**src/rtl/vga_timgen_pkg.sv**
```systemverilog
// Shared types and widths for the VGA pixel-timing generator.
package vga_timgen_pkg;

  localparam int unsigned TIMCNT_WIDTH = 12;
  localparam int unsigned TIMFIELD_W   = 10;
  localparam int unsigned DIV_W        = 8;
  localparam int unsigned VLEN_W       = 16;

  typedef enum logic [1:0] {
    TIM_SYNC       = 2'd0,
    TIM_BACKPORCH  = 2'd1,
    TIM_VISIBLE    = 2'd2,
    TIM_FRONTPORCH = 2'd3
  } timfsm_e;

  function automatic timfsm_e timfsm_next(input timfsm_e s);
    case (s)
      TIM_SYNC:      return TIM_BACKPORCH;
      TIM_BACKPORCH: return TIM_VISIBLE;
      TIM_VISIBLE:   return TIM_FRONTPORCH;
      default:       return TIM_SYNC;
    endcase
  endfunction

endpackage

```
**src/rtl/vga_timgen_timfsm.sv**
```systemverilog
// One timing axis: SYNC -> BACKPORCH -> VISIBLE -> FRONTPORCH, each state
// lasting (size+1) advance strobes. Used for both horizontal and vertical.
module vga_timfsm
  import vga_timgen_pkg::*;
#(
  parameter int unsigned CNT_W = TIMCNT_WIDTH
) (
  input  logic             clk_i,
  input  logic             rst_n_i,
  input  logic             clr_i,
  input  logic             adv_i,
  input  logic [CNT_W-1:0] sync_len_i,
  input  logic [CNT_W-1:0] bp_len_i,
  input  logic [CNT_W-1:0] vis_len_i,
  input  logic [CNT_W-1:0] fp_len_i,
  output logic [1:0]       state_o,
  output logic [CNT_W-1:0] cnt_o,
  output logic             last_o
);

  timfsm_e          state, state_nxt;
  logic [CNT_W-1:0] cnt, cnt_nxt, cur_len;

  // Size of the state currently being timed
  always_comb begin
    cur_len = sync_len_i;
    case (state)
      TIM_BACKPORCH:  cur_len = bp_len_i;
      TIM_VISIBLE:    cur_len = vis_len_i;
      TIM_FRONTPORCH: cur_len = fp_len_i;
      default:        cur_len = sync_len_i;
    endcase
  end

  assign last_o  = (cnt == cur_len);
  assign state_o = state;
  assign cnt_o   = cnt;

  // Next state/count: clear holds SYNC/0, otherwise step on each advance
  always_comb begin
    state_nxt = state;
    cnt_nxt   = cnt;
    if (clr_i) begin
      state_nxt = TIM_SYNC;
      cnt_nxt   = '0;
    end else if (adv_i) begin
      if (last_o) begin
        state_nxt = timfsm_next(state);
        cnt_nxt   = '0;
      end else begin
        cnt_nxt = cnt + CNT_W'(1);
      end
    end
  end

  // State and in-state counter registers
  always_ff @(posedge clk_i or negedge rst_n_i) begin
    if (!rst_n_i) begin
      state <= TIM_SYNC;
      cnt   <= '0;
    end else begin
      state <= state_nxt;
      cnt   <= cnt_nxt;
    end
  end

endmodule

```
**src/rtl/vga_timgen.sv**
```systemverilog
// Pixel-timing generator: pixel-clock divider, horizontal/vertical timing
// FSMs, shadowed configuration and polarity-adjusted sync/DE outputs.
module vga_timgen
  import vga_timgen_pkg::*;
#(
  parameter int unsigned CNT_W = TIMCNT_WIDTH
) (
  input  logic                  clk_i,
  input  logic                  rst_n_i,
  input  logic                  en_i,
  input  logic [DIV_W-1:0]      div_i,
  input  logic                  hspol_i,
  input  logic                  vspol_i,
  input  logic                  blpol_i,
  input  logic [VLEN_W-1:0]     hvlen_i,
  input  logic [VLEN_W-1:0]     vvlen_i,
  input  logic [TIMFIELD_W-1:0] hfp_i,
  input  logic [TIMFIELD_W-1:0] hsn_i,
  input  logic [TIMFIELD_W-1:0] hbp_i,
  input  logic [TIMFIELD_W-1:0] vfp_i,
  input  logic [TIMFIELD_W-1:0] vsn_i,
  input  logic [TIMFIELD_W-1:0] vbp_i,
  output logic                  pix_req_o,
  output logic [CNT_W-1:0]      pix_x_o,
  output logic [CNT_W-1:0]      pix_y_o,
  output logic                  hsync_o,
  output logic                  vsync_o,
  output logic                  de_o,
  output logic                  hend_o,
  output logic                  vend_o,
  output logic                  vbs_o
);

  logic                  en_q, run, tick, load;
  logic [DIV_W-1:0]      div_cnt, div_s;
  logic                  hspol_s, vspol_s, blpol_s;
  logic [CNT_W-1:0]      hvlen_s, vvlen_s;
  logic [TIMFIELD_W-1:0] hfp_s, hsn_s, hbp_s, vfp_s, vsn_s, vbp_s;
  logic [1:0]            hstate, vstate;
  logic [CNT_W-1:0]      hcnt, vcnt;
  logic                  hlast, vlast, hvis, vvis;

  // The first enabled clock only captures configuration; timing starts the
  // clock after, so the first tick lands on hsync/vsync line 0.
  assign run  = en_i & en_q;
  assign tick = run & (div_cnt == div_s);
  // Shadows follow the inputs while idle, so the enable edge captures them
  // and idle outputs already show the programmed polarity.
  assign load = ~en_q | vend_o;

  // Track enable to find its rising edge
  always_ff @(posedge clk_i or negedge rst_n_i) begin
    if (!rst_n_i) en_q <= 1'b0;
    else          en_q <= en_i;
  end

  // Pixel divider: counts 0..div, tick on the terminal count
  always_ff @(posedge clk_i or negedge rst_n_i) begin
    if (!rst_n_i)  div_cnt <= '0;
    else if (!run) div_cnt <= '0;
    else if (tick) div_cnt <= '0;
    else           div_cnt <= div_cnt + DIV_W'(1);
  end

  // Shadow configuration; mid-frame writes wait for the next frame start
  always_ff @(posedge clk_i or negedge rst_n_i) begin
    if (!rst_n_i) begin
      div_s   <= '0;
      hspol_s <= 1'b0;
      vspol_s <= 1'b0;
      blpol_s <= 1'b0;
      hvlen_s <= '0;
      vvlen_s <= '0;
      hfp_s   <= '0;
      hsn_s   <= '0;
      hbp_s   <= '0;
      vfp_s   <= '0;
      vsn_s   <= '0;
      vbp_s   <= '0;
    end else if (load) begin
      div_s   <= div_i;
      hspol_s <= hspol_i;
      vspol_s <= vspol_i;
      blpol_s <= blpol_i;
      hvlen_s <= hvlen_i[CNT_W-1:0];
      vvlen_s <= vvlen_i[CNT_W-1:0];
      hfp_s   <= hfp_i;
      hsn_s   <= hsn_i;
      hbp_s   <= hbp_i;
      vfp_s   <= vfp_i;
      vsn_s   <= vsn_i;
      vbp_s   <= vbp_i;
    end
  end

  generate
    if (CNT_W < VLEN_W) begin : g_vlen_hi
      logic unused_vlen_hi;
      assign unused_vlen_hi = ^{hvlen_i[VLEN_W-1:CNT_W], vvlen_i[VLEN_W-1:CNT_W]};
    end
  endgenerate

  vga_timfsm #(.CNT_W(CNT_W)) u_hfsm (
    .clk_i      (clk_i),
    .rst_n_i    (rst_n_i),
    .clr_i      (~run),
    .adv_i      (tick),
    .sync_len_i (CNT_W'(hsn_s)),
    .bp_len_i   (CNT_W'(hbp_s)),
    .vis_len_i  (hvlen_s),
    .fp_len_i   (CNT_W'(hfp_s)),
    .state_o    (hstate),
    .cnt_o      (hcnt),
    .last_o     (hlast)
  );

  vga_timfsm #(.CNT_W(CNT_W)) u_vfsm (
    .clk_i      (clk_i),
    .rst_n_i    (rst_n_i),
    .clr_i      (~run),
    .adv_i      (hend_o),
    .sync_len_i (CNT_W'(vsn_s)),
    .bp_len_i   (CNT_W'(vbp_s)),
    .vis_len_i  (vvlen_s),
    .fp_len_i   (CNT_W'(vfp_s)),
    .state_o    (vstate),
    .cnt_o      (vcnt),
    .last_o     (vlast)
  );

  assign hvis      = (hstate == TIM_VISIBLE);
  assign vvis      = (vstate == TIM_VISIBLE);
  assign pix_req_o = tick & hvis & vvis;
  assign pix_x_o   = hvis ? hcnt : '0;
  assign pix_y_o   = vvis ? vcnt : '0;
  assign hend_o    = tick & (hstate == TIM_FRONTPORCH) & hlast;
  assign vend_o    = hend_o & (vstate == TIM_FRONTPORCH) & vlast;
  assign vbs_o     = hend_o & vvis & vlast;

  // Registered polarity-adjusted outputs, one clock behind the state
  always_ff @(posedge clk_i or negedge rst_n_i) begin
    if (!rst_n_i) begin
      hsync_o <= 1'b0;
      vsync_o <= 1'b0;
      de_o    <= 1'b0;
    end else begin
      hsync_o <= (run & (hstate == TIM_SYNC)) ^ hspol_s;
      vsync_o <= (run & (vstate == TIM_SYNC)) ^ vspol_s;
      de_o    <= (run & hvis & vvis) ^ blpol_s;
    end
  end

endmodule

```
**config.mk**
```make
export PLATFORM = sky130hd
export DESIGN_NAME = vga_timgen
export DESIGN_NICKNAME = d
export VERILOG_FILES = /design/src/rtl/vga_timgen_pkg.sv /design/src/rtl/vga_timgen_timfsm.sv /design/src/rtl/vga_timgen.sv
export SDC_FILE = /design/constraint.sdc
export NUM_CORES = 1
export LEC_CHECK = 0
export ABC_AREA = 1
export BUFFER_PORTS_ARGS = -buffer_cell sky130_fd_sc_hd__buf_4
export CAP_MARGIN = 20
export CORE_ASPECT_RATIO = 1.2
export CORE_MARGIN = 2
export CORE_UTILIZATION = 52
export CTS_BUF_LIST = sky130_fd_sc_hd__clkbuf_4
export CTS_CLUSTER_DIAMETER = 40
export DETAILED_ROUTE_END_ITERATION = 12
export GPL_TIMING_DRIVEN = 1
export HOLD_SLACK_MARGIN = 0.03
export PLACE_DENSITY = 0.78
export SLEW_MARGIN = 20
export SYNTH_ARGS = -nofsm -noshare
export SYNTH_HDL_FRONTEND = slang
export SYNTH_SLANG_ARGS = --single-unit
```
**constraint.sdc**
```tcl
create_clock -name clk_i -period 2.51 [get_ports clk_i]
set_clock_uncertainty 0.05 [all_clocks]
set_input_delay 0.502 -clock clk_i [delete_from_list [all_inputs] [get_ports clk_i]]
set_output_delay 0.502 -clock clk_i [all_outputs]
set_load 0.02 [all_outputs]
```
==> impl_metrics.toml, run 1 <==
[setup_path]
r2r_end = "hfp_s[8]"
crit_path_end = "vend_o"
required_ns = 1.96
r2r-start = "u_hfsm.state_o[0]"
end_kind = "output port"
worstPathMaxFanout = 12
start_kind = "register"
r2r_slack_ns = -0.51
worstPathArrival_ns = 2.80
crit_path_start = "u_hfsm.state_o[0]"
worstRegToRegCells = 21
worstSetupPathType = "register to output port"

[synthesis]
netlist_area_um2 = 7390
ys_async_sr_fraction = 1.00
synthesis.nets = 1123
netlist_instances = 1006
ys_seq_elements = 135
ys_warn_count = 0
yosysSeqAreaShare = 0.457
synth.avg_cell_area_um2 = 7.34
synth_edf_count = 0
synth_flop_cell = "dfrtp_1"
yosysUniqueCellTypes = 30

[power_and_ir_drop]
p_seq_frac = 0.493
power.net_switching_mw = 1.46
peakVddDrop_mv = 0.410
swShare = 0.295
leakage_nw = 5.44
intPower_mw = 3.50
total_power_mw = 4.96
pwr-share-clk = 0.307
p_per_area_nw_per_um2 = 483
combPwrFrac = 0.200

[drt]
drtAntennaViolNets = 0
post_drt_wl_per_cell_um = 17.6
drtIter0Drc = 699
viasPerCell = 5.56
vias = 7679
post-route-drc-count = 0
dr.pass1.iters = 5
finalWirelength_um = 24200

[finish]
layout_commonest_cell = "nand2_1"
n_fill_cell = 1009
multiInputGateArea_um2 = 3860
syn_to_final_growth_pct = 39.2
layout-drive-gt1-share = 0.296
layout_common_cells = "nand2_1, buf_4, nand3_1"
final_area_um2 = 10300
area.sequential_um2 = 3380
final_cells = 1380
nets = 1313

[status]
status = "complete, but fails checks"
violations = "setup timing"

[cts]
cts_buffer_depth = 2
htree_levels = 4
clk_pin_slew_worst_paths_ns = 0.12
cts_sinks = 135
cts_tree = "yes"
cts.root.buffer_cell = "clkbuf_4"
clk_latency_ns = 0.59
numCtsBuffers = 17

[timing]
fin_crit_ns = 3.35
max-slew-margin-rel = 0.233
slew_violations = 0
hold_viol = 0
timing.final.crit_share = 1.34
fmax_mhz = 298
rsz0062_at_grt = "yes"
finalWorstSetupSlack_ns = -0.844
setup_viol = 123
worst_pin_slew_ns = 1.15

[global_route]
gr-total-overflow = 0
grt_max_degree = 97
antenna_found_initial = 1
groute.usage.overall = 0.280
grt_pass1_wl_um = 33300
grt_pass1_vias = 6990

[floorplanning]
start_util = 0.534
die_width_um = 113
io_pins = 137
num_rows = 47
die_h_um = 135
core_area_um2 = 13800
die-area_um2 = 15200

[placed_design]
hpwl_um = 14400
dp.cells = 1302
portBuffers = 128
place_congestion = 0.932
placed_area_um2 = 8720

[hold_path]
hold_path_class = "input pin to register"

[run]
cap_violations = 0
-- stage by stage --
step	utilization	hold WS, ns	setup slack, ns	TNS, ns
finish	0.744	0.0428	-0.844	-46.81
global route	0.744	0.0243	-0.989	-62.62
CTS	0.676	0.0302	-0.750	-17.65
detailed placement	0.631	0.411	-0.299	-21.05
global placement	0.631	0.407	-0.261	-16.55
floorplan	-	0.156	-0.0452	-0.0452
-- timing repair --
action / 4_1_cts / 5_1_grt
endpoints found under the hold margin: 50 / 1
setup endpoints to repair: 134 / 125
hold buffers: 5 / 1
resized for setup: 39 / 139
pin swaps: 13 / 22
setup buffers: 7 / 17
cloned: 2 / 16
-- routing by layer --
layer  global-route usage  vias to the layer above  share of wire
li1                     -                     3560              -
met3               0.0440                      100          0.066
met5                    0                        -              0
met1                0.327                     3606           0.37
met4                0.150                        0          0.050
met2                0.495                      413           0.51
-- area by class of cell --
cell class | count | share of cell area
antenna | 1 | 0.000243
inverter | 86 | 0.0326
clock inverter | 10 | 0.0127
clock buffer | 21 | 0.0153
multi-input combinational | 736 | 0.376
timing repair buffer | 220 | 0.214
sequential | 135 | 0.329
tap | 171 | 0.0208
-- state kept, by name, indices dropped and copies added (netlist names), 2 cells and up --
register        cells
vsn_s              10
div_s               8
u_hfsm.cnt_o       12
u_vfsm.state_o      2
u_vfsm.cnt_o       12
hbp_s              10
vvlen_s            12
u_hfsm.state_o      2
vfp_s              10
div_cnt             8
hsn_s              10
hvlen_s            12
hfp_s              10
vbp_s              10
-- kinds of logic (layout without fill, tap and decap cells) --
family	after synthesis	count (layout)	share of synthesized area
AND/OR/NAND/NOR	634	634	0.363
buffers and inverters	135	337	0.0840
AO/OA/AOI/OAI	64	64	0.0447
adder cells (fa/ha/maj)	11	11	0.0186
XOR/XNOR	27	27	0.0320
other	0	1	0
flip-flops	135	135	0.457
-- critical path: stages, from the launching register on --
cell and delay [ns]:
dfrtp_1 0.43, inv_2 0.13, ha_4 0.17, buf_12 0.14, nand2_1 0.12, nand3_2 0.10, nand2_1 0.07, nand3_1 0.10
nand2_1 0.06, nor2_1 0.12, nand2_1 0.10, nor2_4 0.16, nand2_2 0.10, nor2_4 0.17, nand2_4 0.09, clkinv_4 0.06
buf_6 0.10
-- synthesized netlist by cell type, types with 3 or more instances --
cell,n,share of area
or2_1,8,0.0068
clkbuf_1,15,0.0076
dfrtp_1,135,0.46
nand4_1,5,0.0042
nand2_1,390,0.20
ha_1,11,0.019
o211ai_1,4,0.0041
nand3_1,152,0.10
nor4_1,3,0.0025
inv_1,84,0.043
buf_4,4,0.0041
buf_1,6,0.0030
a21oi_1,34,0.023
buf_6,11,0.017
nor2_1,49,0.025
nor3_1,10,0.0068
xor2_1,25,0.030
or2_0,5,0.0042
o21ai_0,24,0.016
buf_2,13,0.0088
-- power groups by stage --
stage	clock [mW]	sequential, mW	combinational, mW
final	1.52	2.45	0.991
after global routing	1.64	2.46	1.07
after CTS	1.53	2.43	0.833
after detailed placement	0	2.47	0.770
after global placement	0	2.47	0.755
after floorplan	0	2.45	0.439
-- worst min path at each step --
stage	startpoint	end	slack (ns)	cells past startpoint
floorplan	rst_n_i	blpol_s	0.16	0
global placement	vspol_s	vsync_o	0.41	1
detailed placement	blpol_s	de_o	0.41	1
CTS	vfp_i[8]	vfp_s[8]	0.03	3
global route	div_i[3]	div_s[3]	0.02	3
finish	vsn_i[7]	vsn_s[7]	0.04	3
No activity file was read; power rests on OpenSTA's default activity.
==> run 2, diff against run 1 <==
CELL_PAD_IN_SITES_DETAIL_PLACEMENT = 1   (was unset)
CELL_PAD_IN_SITES_GLOBAL_PLACEMENT = 1   (was unset)
CORE_UTILIZATION = 38   (was 52)
PLACE_DENSITY = unset   (was 0.78)
PLACE_DENSITY_LB_ADDON = 0.1   (was unset)
==> run 2 against run 1 <==
Compared with the run above: largest cell class unchanged; critical path depth is 2 lower; total power up 3.9%; sequential share of layout area down 0.22 points; first-iteration DRC count fell by 54%; critical endpoint unchanged; count of clock-buffer cells in the layout shrank 4; clock power is 12% higher; maximum frequency is 1.2% higher; cell count increased by 7.2%; wire length is 8.2% higher; die area rose by 36%; the flow still finishes with violations (setup timing); sequential power is essentially flat.
==> impl_metrics.toml, run 2 (synthesized netlist as in run 1, its figures left out) <==
[finish]
layout_commonest_cell = "nand2_1"
syn_to_final_growth_pct = 40.3
layout_common_cells = "nand2_1, buf_4, nand3_1"
n_fill_cell = 2342
multiInputGateArea_um2 = 3720
nets = 1326
layout-drive-gt1-share = 0.261
area.sequential_um2 = 3380
fin_util = 0.545

[timing]
slew_violations = 0
fin_crit_ns = 3.31
setup_viol = 108
rsz0062_at_grt = "yes"
hold_ws_ns = 0.0592
fmax_mhz = 302
timing.final.crit_share = 1.32
worst_pin_slew_ns = 0.617
hold_viol = 0
max-slew-margin-rel = 0.589
finalWorstSetupSlack_ns = -0.803

[cts]
numCtsBuffers = 17
htree_levels = 4
clk_pin_slew_worst_paths_ns = 0.14
cts.root.buffer_cell = "clkbuf_4"
cts_tree = "yes"
cts_buffer_depth = 2
clk_latency_ns = 0.58
cts_sinks = 135

[setup_path]
crit_path_start = "u_vfsm.state_o[0]"
end_kind = "output port"
worstPathMaxFanout = 11
r2r-start = "u_vfsm.state_o[0]"
worstSetupPathType = "register to output port"
worstPathArrival_ns = 2.76
start_kind = "register"
required_ns = 1.96

[status]
violations = "setup timing"
status = "complete, but fails checks"

[floorplanning]
start_util = 0.389
die-area_um2 = 20600
die_h_um = 157
die_width_um = 131
io_pins = 137
core_area_um2 = 19000
num_rows = 55

[placed_design]
hpwl_um = 17200
place_congestion = 0.890
portBuffers = 128

[drt]
drtIter0Drc = 320
finalWirelength_um = 26200
dr.pass1.iters = 4
post_drt_wl_per_cell_um = 17.7
drtAntennaViolNets = 0
post-route-drc-count = 0
viasPerCell = 5.07
vias = 7502

[global_route]
grt_pass1_wl_um = 41700
groute.usage.overall = 0.260
gr-total-overflow = 0
antenna_found_initial = 1
grt_max_degree = 98
grt_pass1_vias = 8063

[power_and_ir_drop]
leakage_nw = 5.39
p_per_area_nw_per_um2 = 498
peakVddDrop_mv = 0.313

[run]
cap_violations = 0

[hold_path]
worstHoldStart = "hfp_i[6]"
hold_path_class = "input pin to register"
==> run 2: where the power goes <==
part | internal, mW | switching, mW
logic | 0.469 | 0.523
clock network | 0.794 | 0.920
registers | 2.33 | 0.120
total | 3.59 | 1.56
==> run 2: path summary, 6_finish.rpt <==
check / endpoint / cells after the start / slack (ns)
worst max-delay path: vend_o / 14 / -0.80
worst min-delay path: hfp_s[6] / 3 / 0.06
worst max register to register: vvlen_s[9] / 17 / -0.44
worst min register to register: vsync_o / 1 / 0.43
max in group asynchronous: vfp_s[0] / 3 / 1.33
min in group asynchronous: vbp_s[5] / 2 / 0.34
==> run 2: per-stage QoR <==
step / std cells / setup TNS (ns) / setup WS, ns / power [mW] / cell area [µm²]
finish: 1479 / -38.52 / -0.803 / 5.15 / 10400
global placement: 1395 / -20.65 / -0.287 / 3.26 / 8910
floorplan: 1006 / -0.0452 / -0.0452 / 2.89 / 7440
global route: 1479 / -53.71 / -0.939 / 5.40 / 10400
detailed placement: 1395 / -26.83 / -0.332 / 3.28 / 8910
CTS: 1468 / -19.73 / -0.786 / 5.13 / 10100
==> run 2: layout make-up <==
| class | count | area share |
|---|---|---|
| Clock buffer | 17 | 0.0123 |
| Timing Repair Buffer | 232 | 0.219 |
| Multi-Input combinational cell | 737 | 0.359 |
| Sequential cell | 135 | 0.326 |
| Inverter | 86 | 0.0324 |
| Antenna cell | 1 | 0.000242 |
| Tap cell | 256 | 0.0309 |
| Clock inverter | 15 | 0.0194 |
==> run 2: what timing repair did <==
| item | 4_1_cts | 5_1_grt |
|---|---|---|
| gates cloned | 10 | 1 |
| hold buffers | 23 | 0 |
| gates resized for setup | 65 | 59 |
| buffers inserted | 8 | 8 |
| pin swaps | 12 | 20 |
| endpoints found under the setup margin | 137 | 134 |
| hold endpoints to repair | 62 | 0 |
==> run 2: worst max-delay path, stage by stage (launching register included) <==
cell and delay, ns:
dfrtp_2 0.45, inv_2 0.11, ha_4 0.16, buf_12 0.12, nand2_1 0.08, xor2_1 0.16
or2_1 0.24, nor2_1 0.12, nand2_1 0.11, nor2_4 0.15, nand2_4 0.10, nor2_4 0.13
nand2_4 0.09, inv_6 0.07, buf_6 0.11
==> run 2: layer usage <==
metal  vias up  routed length, µm  GRT usage
met1      3685              10100      0.283
met2       162              14200      0.492
met5         -                  0          0
met4         0               1150      0.132
met3        55                770     0.0379
li1       3600                  -          -
